## config.mk

```make
export PLATFORM = sky130hd
export DESIGN_NAME = riscv_core_dpath_vec_wb_assembler
export DESIGN_NICKNAME = d
export VERILOG_FILES = /design/src/rtl/riscv_vec_pkg.sv /design/src/rtl/riscv_core_dpath_vec_elem_merge.sv /design/src/rtl/riscv_core_dpath_vec_wb_assembler.sv
export SDC_FILE = /design/constraint.sdc
export NUM_CORES = 1
export LEC_CHECK = 0
export BUFFER_PORTS_ARGS = -buffer_cell sky130_fd_sc_hd__clkbuf_2
export CORE_AREA = 2 2 259 235
export CTS_CLUSTER_DIAMETER = 100
export DETAILED_ROUTE_END_ITERATION = 6
export DIE_AREA = 0 0 261 237
export GPL_TIMING_DRIVEN = 0
export PLACE_DENSITY = 0.79
export REMOVE_ABC_BUFFERS = 1
export SYNTH_ARGS = -nofsm -noshare
export SYNTH_HDL_FRONTEND = slang
export SYNTH_SLANG_ARGS = --single-unit
```

## constraint.sdc

```tcl
create_clock -name clk -period 28.3 [get_ports clk]
set_clock_uncertainty 0.05 [all_clocks]
set_input_delay 8.49 -clock clk [delete_from_list [all_inputs] [get_ports clk]]
set_output_delay 8.49 -clock clk [all_outputs]
set_load 0.05 [all_outputs]
```

## src/rtl/riscv_vec_pkg.sv

```systemverilog
// Shared vector datapath constants, W-stage writeback FSM encoding and vl helpers.
package riscv_vec_pkg;

    localparam int unsigned VLEN   = 256;
    localparam int unsigned ELEN   = 32;
    localparam int unsigned VLMAX  = VLEN / ELEN;
    // One extra bit so vl can express VLMAX itself (and the unclamped 9..15 range).
    localparam int unsigned VL_W   = $clog2(VLMAX) + 1;
    localparam int unsigned REG_AW = 5;

    typedef enum logic [1:0] {
        ST_IDLE    = 2'd0,
        ST_COLLECT = 2'd1,
        ST_WRITE   = 2'd2
    } wb_state_e;

    // Saturate a requested vector length at VLMAX.
    function automatic logic [VL_W-1:0] clamp_vl(input logic [VL_W-1:0] vl);
        return (vl > VL_W'(VLMAX)) ? VL_W'(VLMAX) : vl;
    endfunction

endpackage

```

## src/rtl/riscv_core_dpath_vec_elem_merge.sv

```systemverilog
// Combinational lane writer: replaces lane idx of the assembly buffer when enabled.
module riscv_core_dpath_vec_elem_merge
    import riscv_vec_pkg::*;
#(
    parameter int unsigned LANES = VLMAX,
    parameter int unsigned EW    = ELEN
) (
    input  logic [LANES*EW-1:0]        buf_in,
    input  logic [$clog2(LANES)-1:0]   idx,
    input  logic [EW-1:0]              elem_data,
    input  logic                       en,
    output logic [LANES*EW-1:0]        buf_out
);

    localparam int unsigned IW = $clog2(LANES);

    // Each lane either takes the new element or passes its current contents through.
    for (genvar i = 0; i < LANES; i++) begin : g_lane
        assign buf_out[i*EW +: EW] = (en && (idx == IW'(i))) ? elem_data : buf_in[i*EW +: EW];
    end

endmodule

```

## src/rtl/riscv_core_dpath_vec_wb_assembler.sv

```systemverilog
// W-stage vector writeback assembler: gathers per-element results, merges them
// with the old destination under vl/mask, then issues one 256-bit regfile write.
module riscv_core_dpath_vec_wb_assembler #(
    parameter int unsigned VLMAX = riscv_vec_pkg::VLMAX,
    parameter int unsigned ELEN  = riscv_vec_pkg::ELEN
) (
    input  logic                                   clk,
    input  logic                                   reset,
    input  logic                                   start_val,
    output logic                                   start_rdy,
    input  logic [riscv_vec_pkg::REG_AW-1:0]       start_waddr,
    input  logic [riscv_vec_pkg::VL_W-1:0]         start_vl,
    input  logic [VLMAX-1:0]                       start_mask,
    input  logic [VLMAX*ELEN-1:0]                  start_old,
    input  logic                                   elem_val,
    output logic                                   elem_rdy,
    input  logic [ELEN-1:0]                        elem_data,
    input  logic                                   kill,
    output logic                                   wen_p,
    output logic [riscv_vec_pkg::REG_AW-1:0]       waddr_p,
    output logic [VLMAX*ELEN-1:0]                  wvec_p,
    output logic                                   done,
    output logic                                   busy
);

    import riscv_vec_pkg::VL_W;
    import riscv_vec_pkg::REG_AW;
    import riscv_vec_pkg::wb_state_e;
    import riscv_vec_pkg::ST_IDLE;
    import riscv_vec_pkg::ST_COLLECT;
    import riscv_vec_pkg::ST_WRITE;
    import riscv_vec_pkg::clamp_vl;

    localparam int unsigned VW = VLMAX * ELEN;
    localparam int unsigned IW = $clog2(VLMAX);

    wb_state_e         state_q;
    logic [VL_W-1:0]   vl_q;
    logic [VL_W-1:0]   idx_q;
    logic [VLMAX-1:0]  mask_q;
    logic [REG_AW-1:0] waddr_q;
    logic              wr_ok_q;
    logic [VW-1:0]     buf_q;
    logic [VW-1:0]     buf_nxt_c;
    logic [VL_W-1:0]   vl_clamp_c;
    logic              beat_c;
    logic              lane_en_c;
    logic              last_beat_c;

    // Handshake and status decode straight from the state register.
    assign start_rdy   = (state_q == ST_IDLE);
    assign elem_rdy    = (state_q == ST_COLLECT) && !kill;
    assign busy        = (state_q != ST_IDLE);
    assign vl_clamp_c  = clamp_vl(start_vl);
    assign beat_c      = elem_val && elem_rdy;
    assign lane_en_c   = beat_c && mask_q[idx_q[IW-1:0]];
    assign last_beat_c = beat_c && (idx_q == (vl_q - VL_W'(1)));

    riscv_core_dpath_vec_elem_merge #(
        .LANES (VLMAX),
        .EW    (ELEN)
    ) u_merge (
        .buf_in    (buf_q),
        .idx       (idx_q[IW-1:0]),
        .elem_data (elem_data),
        .en        (lane_en_c),
        .buf_out   (buf_nxt_c)
    );

    // FSM, element counter, op latches and registered write-port outputs.
    always_ff @(posedge clk or posedge reset) begin
        if (reset) begin
            state_q <= ST_IDLE;
            vl_q    <= '0;
            idx_q   <= '0;
            mask_q  <= '0;
            waddr_q <= '0;
            wr_ok_q <= 1'b0;
            buf_q   <= '0;
            wen_p   <= 1'b0;
            waddr_p <= '0;
            wvec_p  <= '0;
            done    <= 1'b0;
        end else begin
            wen_p <= 1'b0;
            done  <= 1'b0;
            case (state_q)
                ST_IDLE: begin
                    if (start_val) begin
                        vl_q    <= vl_clamp_c;
                        mask_q  <= start_mask;
                        waddr_q <= start_waddr;
                        buf_q   <= start_old;
                        idx_q   <= '0;
                        // x0 is hardwired; a write to it is dropped but the op still completes.
                        wr_ok_q <= (start_waddr != '0);
                        if (vl_clamp_c == '0) begin
                            state_q <= ST_WRITE;
                            waddr_p <= start_waddr;
                            wvec_p  <= start_old;
                            done    <= 1'b1;
                        end else begin
                            state_q <= ST_COLLECT;
                        end
                    end
                end
                ST_COLLECT: begin
                    if (kill) begin
                        state_q <= ST_IDLE;
                    end else if (beat_c) begin
                        buf_q <= buf_nxt_c;
                        idx_q <= idx_q + VL_W'(1);
                        if (last_beat_c) begin
                            state_q <= ST_WRITE;
                            wen_p   <= wr_ok_q;
                            waddr_p <= waddr_q;
                            wvec_p  <= buf_nxt_c;
                            done    <= 1'b1;
                        end
                    end
                end
                ST_WRITE: begin
                    state_q <= ST_IDLE;
                end
                default: begin
                    state_q <= ST_IDLE;
                end
            endcase
        end
    end

endmodule

```

==> results.toml, run 1 <==
[cells_and_area]
fin_area_sq_mm = 0.03230
seq_area_sq_mm = 0.01359
n_antenna_cell = 0
utilization = 0.5443
final_layout_size_suffix_gt1_frac = 0.2706
multi_input_area_sq_mm = 0.01166
fillCellCount = 5163
nets = 3468
stdcell_count = 3980
area_growth_pct = 22.23

[timing]
finalHoldViolCount = 0
slew_headroom = 0.3613
slew_violations = 0
finalSetupTns_ns = 0
worst_pin_slew_ns = 0.9547
grt_setup_unrepaired = "no"
fin_crit_sh = 0.6292
fmax_mhz = 56.16
fin_crit_ns = 17.81
setup_viol = 0

[yosys]
netlist_area_sq_mm = 0.02643
ys_top_cells_by_count = "dfrtp_1, nand2_1, o31ai_1"
yosysSeqAreaShare = 0.5142
ys_ff_latch = 543
yosysWarnings = 0
synth-main-ff-cell = "dfrtp_1"
syn_avg_cell_area_sq_um = 9.648
synth_most_common_cell = "dfrtp_1"
yosysTopAreaCellShare = 0.5142
ys_types = 50
postSynthCellCount = 2739
synth-edff-count = 0
async_reset_ff_frac = 1.000
synthTopCellsByArea = "dfrtp_1, o31ai_1, nand2_1"
synth_top_cell_by_area = "dfrtp_1"

[clock_network]
post_cts_resized = 0
insertion_delay_ns = 0.61
cts_root_buf = "clkbuf_16"
clk_pin_slew_ns = 0.06
cts_tree = "done"
ctsHoldBuffers = 0
cts.path.max_buffers = 3
cts_sinks = 543
numCtsBuffers = 57
htree_levels = 2
post_cts_buffers = 0

[placed_design]
place_area_sq_mm = 0.03043
dp.final_hpwl_mm = 56.48
portBuffers = 575
gp_congestion = 0.8020
dp_cells = 3875

[pwr]
power_leakage_uw = 0.01532
vdd_drop_max_v = 0.00007828
cellPowerDensity_mw_per_mm2 = 122.8
finalPower_uw = 3965

[routing]
route.detailed.drc = 0
drtIter0Drc = 2321
vias = 23640
wire_per_inst_um = 21.69
wl_met3_mm = 7.498
routed-wl-met2_mm = 39.48
maxUsedRoutingLayer = "met5"
met1_length_mm = 35.07
viasPerCell = 5.940
firstDrtPassIters = 6
routed_wl_mm = 86.32
ant_nets = 0

[worst_setup_path]
path_class = "input port to output port"
critPathArrivalTime_ns = 9.27
required_ns = 19.76
path_max_fanout = 5
startpoint_type = "input port"
cp-end-kind = "output port"

[floorplanning]
die_height_um = 237
rows = 85
core-area_sq_mm = 0.05934
die_w_um = 261
pin_count = 576
dieArea_sq_mm = 0.06186
initial_core_util = 0.4453

[grt]
grtUsageTotal = 0.2728
overflow = 0
antenna_found_initial = 4
grt_max_degree = 128
grt_pass1_vias = 22980
grt_pass1_wl_mm = 132.9

[job]
max_cap_viol_count = 0

[min_path]
hp-class = "flip-flop to flip-flop"

[outcome]
outcome = "finished clean"
[report_power, final]
part	switching, uW	total, uW	internal [uW]
Clock	322	758	436
Combinational	1330	1830	506
Sequential	225	1370	1150
[registers in the layout (all words and copies together) (netlist names)]
register	count
wvec_p	256
waddr_p	5
done	1
vl_q	4
buf_q	256
wr_ok_q	1
waddr_q	5
state_q	2
wen_p	1
idx_q	4
mask_q	8
[placed cells by master (no fill, tap or decap), types with 17 or more instances in the layout]
| master | instances |
|---|---|
| a21boi_1 | 34 |
| a221oi_2 | 40 |
| a21oi_1 | 44 |
| a211oi_1 | 31 |
| o22ai_1 | 64 |
| dfrtp_1 | 543 |
| mux2i_1 | 39 |
| a31oi_1 | 142 |
| and2_1 | 22 |
| a21boi_2 | 70 |
| nand2b_1 | 33 |
| clkbuf_16 | 59 |
| nand2_1 | 498 |
| buf_12 | 22 |
| clkbuf_2 | 575 |
| buf_16 | 28 |
| clkbuf_1 | 17 |
| o31ai_1 | 449 |
| a21boi_0 | 37 |
| nor2_1 | 325 |
[per-layer routing]
| metal | up-vias | global-route usage |
|---|---|---|
| met1 | 11480 | 0.3660 |
| met4 | 6 | 0.1216 |
| met5 | - | 0 |
| met3 | 256 | 0.05684 |
| met2 | 1145 | 0.4265 |
| li1 | 10760 | - |
[stage by stage]
step,hold slack (ns),setup WS [ns]
6_report,0.4223,10.49
5_1_grt,0.4461,10.47
4_1_cts,0.4276,10.51
3_5_place_dp,0.4121,10.51
3_3_place_gp,0.4049,-14.20
2_1_floorplan,0.3935,-2.944
[worst max-delay path: stages]
cell and delay [ns]:
clkbuf_2 0.13, nor2_1 0.29, clkbuf_2 0.36
[final timing paths]
| path | from | slack, ns | cells after the start | to |
|---|---|---|---|---|
| worst min-delay path | wvec_p[85] | 0.42 | 2 | wvec_p[85] |
| worst max-delay path | kill | 10.49 | 3 | elem_rdy |
| worst max register to register | state_q[1] | 24.41 | 12 | wvec_p[48] |
| max in group asynchronous | reset | 18.54 | 4 | wvec_p[243] |
| min in group asynchronous | reset | 8.02 | 2 | done |
| worst min register to register | wvec_p[85] | 0.42 | 2 | wvec_p[85] |
[cell type report]
cell class | count | share of cell area
clock inverter | 15 | 0.004184
sequential | 543 | 0.4207
timing repair buffer | 630 | 0.1288
tap | 783 | 0.03033
multi-input combinational | 1910 | 0.3611
clock buffer | 90 | 0.05365
inverter | 9 | 0.001278
[logic make-up after synthesis]
kind of cell,count (synthesis),share of synthesized area
AO/OA/AOI/OAI,943,0.2750
AND/OR/NAND/NOR,911,0.1393
flip-flops,543,0.5142
buffers and inverters,286,0.04891
multiplexers,42,0.01690
XOR/XNOR,7,0.002320
adder cells (fa/ha/maj),7,0.003314
No activity file was read; power rests on OpenSTA's default activity.
==> inputs of run 2 (changes only) <==
Settings changed: ABC_AREA set to 1, CORE_AREA 2 2 259 235 to 2 2 268 243, DIE_AREA 0 0 261 237 to 0 0 270 245, PLACE_DENSITY 0.79 to 0.78.
Clock period 28.3 ns to 17.65 ns, I/O delays scaled along.
==> run 2 against run 1 <==
  * Synthesized area grew 7.1%
  * Cell area grew 5.6%
  * Global-route usage grew 1.9 points
  * Power grew 73%
  * Worst setup slack lost 4.1 ns
  * Sequential share of layout area shrank 2.2 points
  * Via count grew 22%
  * Critical path depth grew 2
  * Synthesized cell count grew 49%
  * Sequential cell count is the same
  * Non-clock buffer count shrank 10
  * Routed wire length grew 15%
  * Largest power group unchanged
==> results.toml, run 2 <==
[outcome]
outcome = "finished clean"

[yosys]
netlist_area_sq_mm = 0.02831
yosysSeqAreaShare = 0.4800
async_reset_ff_frac = 1.000
ys_top_cells_by_count = "nand2_1, dfrtp_1, nand3_1"
synth-edff-count = 0
synth_most_common_cell = "nand2_1"
yosysTopAreaCellShare = 0.4800
synth_top_cell_by_area = "dfrtp_1"
synthTopCellsByArea = "dfrtp_1, nand2_1, nand3_1"
ys_ff_latch = 543
ys_types = 27
postSynthCellCount = 4093
syn_avg_cell_area_sq_um = 6.917
synth-main-ff-cell = "dfrtp_1"
yosysWarnings = 0

[timing]
grt_setup_unrepaired = "no"
worst_pin_slew_ns = 1.271
finalHoldViolCount = 0
fin_crit_sh = 0.6398
fin_crit_ns = 11.29
fmax_mhz = 88.56
finalSetupTns_ns = 0
setup_viol = 0
slew_headroom = 0.1515
hold_ws_ns = 0.4268
setup_ws_ns = 6.358
slew_violations = 0

[floorplanning]
die_w_um = 270
pin_count = 576
die_height_um = 245
dieArea_sq_mm = 0.06615
initial_core_util = 0.4456
core-area_sq_mm = 0.06353
rows = 88

[cells_and_area]
top_regs = "buf_q x256, wvec_p x256, mask_q x8"
area_growth_pct = 20.45
stdcell_count = 5409
final_cell_mix = "nand2_1, clkbuf_2, dfrtp_1, nand3_1, inv_1"
final_common_cell = "nand2_1"
fillCellCount = 5875
utilization = 0.5368
nets = 4821
final_layout_size_suffix_gt1_frac = 0.1635

[routing]
drtIter0Drc = 3300
ant_nets = 0
viasPerCell = 5.327
vias = 28810
firstDrtPassIters = 7
wire_per_inst_um = 18.34
route.detailed.drc = 0
routed_wl_mm = 99.20

[min_path]
hp-class = "flip-flop to flip-flop"
hold_path_depth = 2
worstHoldStart = "buf_q[88]"
min_to = "buf_q[88]"

[worst_setup_path]
startpoint = "kill"
startpoint_type = "input port"
r2r_slack_ns = 13.52
rr_startpoint = "state_q[1]"
path_class = "input port to output port"
crit_chain = "clkbuf_2 -> inv_1 -> nand2_1 -> inv_1 -> clkbuf_2"
cpPeakStageDelay_ns = 0.30
reg2regPathDepth = 10
cp-end-kind = "output port"
slowest_stage = "clkbuf_2"
critPathArrivalTime_ns = 5.95
path_max_fanout = 3
required_ns = 12.31
r2r_end = "wvec_p[72]"

[clock_network]
clk_pin_slew_ns = 0.06
post_cts_buffers = 0
cts_root_buf = "clkbuf_16"
insertion_delay_ns = 0.61
ctsHoldBuffers = 0
post_cts_resized = 0
cts_sinks = 543
cts.path.max_buffers = 3
numCtsBuffers = 58
htree_levels = 2
cts_tree = "done"

[pwr]
power_leakage_uw = 0.02035
vdd_drop_max_v = 0.0002070
cellPowerDensity_mw_per_mm2 = 201.2

[grt]
antenna_found_initial = 5
gr-usage-met2 = 0.4600
grt_max_degree = 147
met3_usage = 0.05439
grt-busiest-layer = "met2"
grtUsageTotal = 0.2920
gr-usage-met1 = 0.4004
grt_pass1_wl_mm = 152.4
overflow = 0
grt_pass1_vias = 26510

[placed_design]
preCtsSetupSlack_ns = 6.360
gp_congestion = 0.8264
portBuffers = 575
dp_cells = 5299
dp.final_hpwl_mm = 62.35

[job]
max_cap_viol_count = 0
## run 2: cell count changes after synthesis, sizes merged, moves of 96 or more
| cell | before | now |
|---|---|---|
| nor2 | 325 | 13 |
| nand4 | 2 | 161 |
| inv | 9 | 326 |
| nand2 | 505 | 2370 |
| clkbuf | 202 | 106 |
| a21boi | 141 | 0 |
| a31oi | 142 | 0 |
| nand3 | 2 | 367 |
| o31ai | 449 | 2 |
## run 2: worst max-delay path by stage
| stage | to | slack, ns | depth (start not counted) |
|---|---|---|---|
| final | elem_rdy | 6.36 | 5 |
| after detailed placement | elem_rdy | 6.36 | 5 |
| after floorplan | buf_q[0] | -2.87 | 1 |
| after global placement | idx_q[1] | -18.84 | 6 |
| after CTS | elem_rdy | 6.35 | 5 |
| after global routing | elem_rdy | 6.31 | 5 |
## run 2: layout make-up
class / instances / area, sq um / share of cell area
diodes: 4 / 10.01 / 0.0002935
clock buffers: 82 / 1695 / 0.04972
repair buffers: 620 / 3914 / 0.1148
well taps: 855 / 1070 / 0.03137
multi-input cells: 2955 / 12240 / 0.3590
clock inverters: 24 / 325.3 / 0.009540
inverters: 326 / 1256 / 0.03684
flip-flops and latches: 543 / 13590 / 0.3985
## run 2: report_power, final
part           internal [uW]  switching (uW)  leakage, uW
registers               1750             281      0.00701
logic                    912            2610       0.0124
clock network            771             535     0.000994
total                   3440            3430       0.0204
## run 2: per-layer routing
metal | vias up | routed length, um
met3 | 260 | 9538
met4 | 4 | 3901
met2 | 1595 | 45220
met1 | 13550 | 40520
li1 | 13400 | -
met5 | - | 31
## run 2: critical path, delay by kind of cell
family,cells,cell delay [ns]
buffers and inverters,4,0.55
and+or+nand+nor,1,0.10
## run 2: through the flow
stage	area (sq um)	power [uW]
CTS	34090	6850
global placement	30940	5469
finish	34100	6861
detailed placement	32070	5518
global route	34100	7303
floorplan	26990	4473
## run 2: kinds of logic after synthesis
kind of cell | share of synthesized area
compound gates | 0.006276
xor+xnor | 0.001547
fa+ha+maj | 0.003094
buf+inv | 0.08985
flops | 0.4800
simple gates | 0.4193
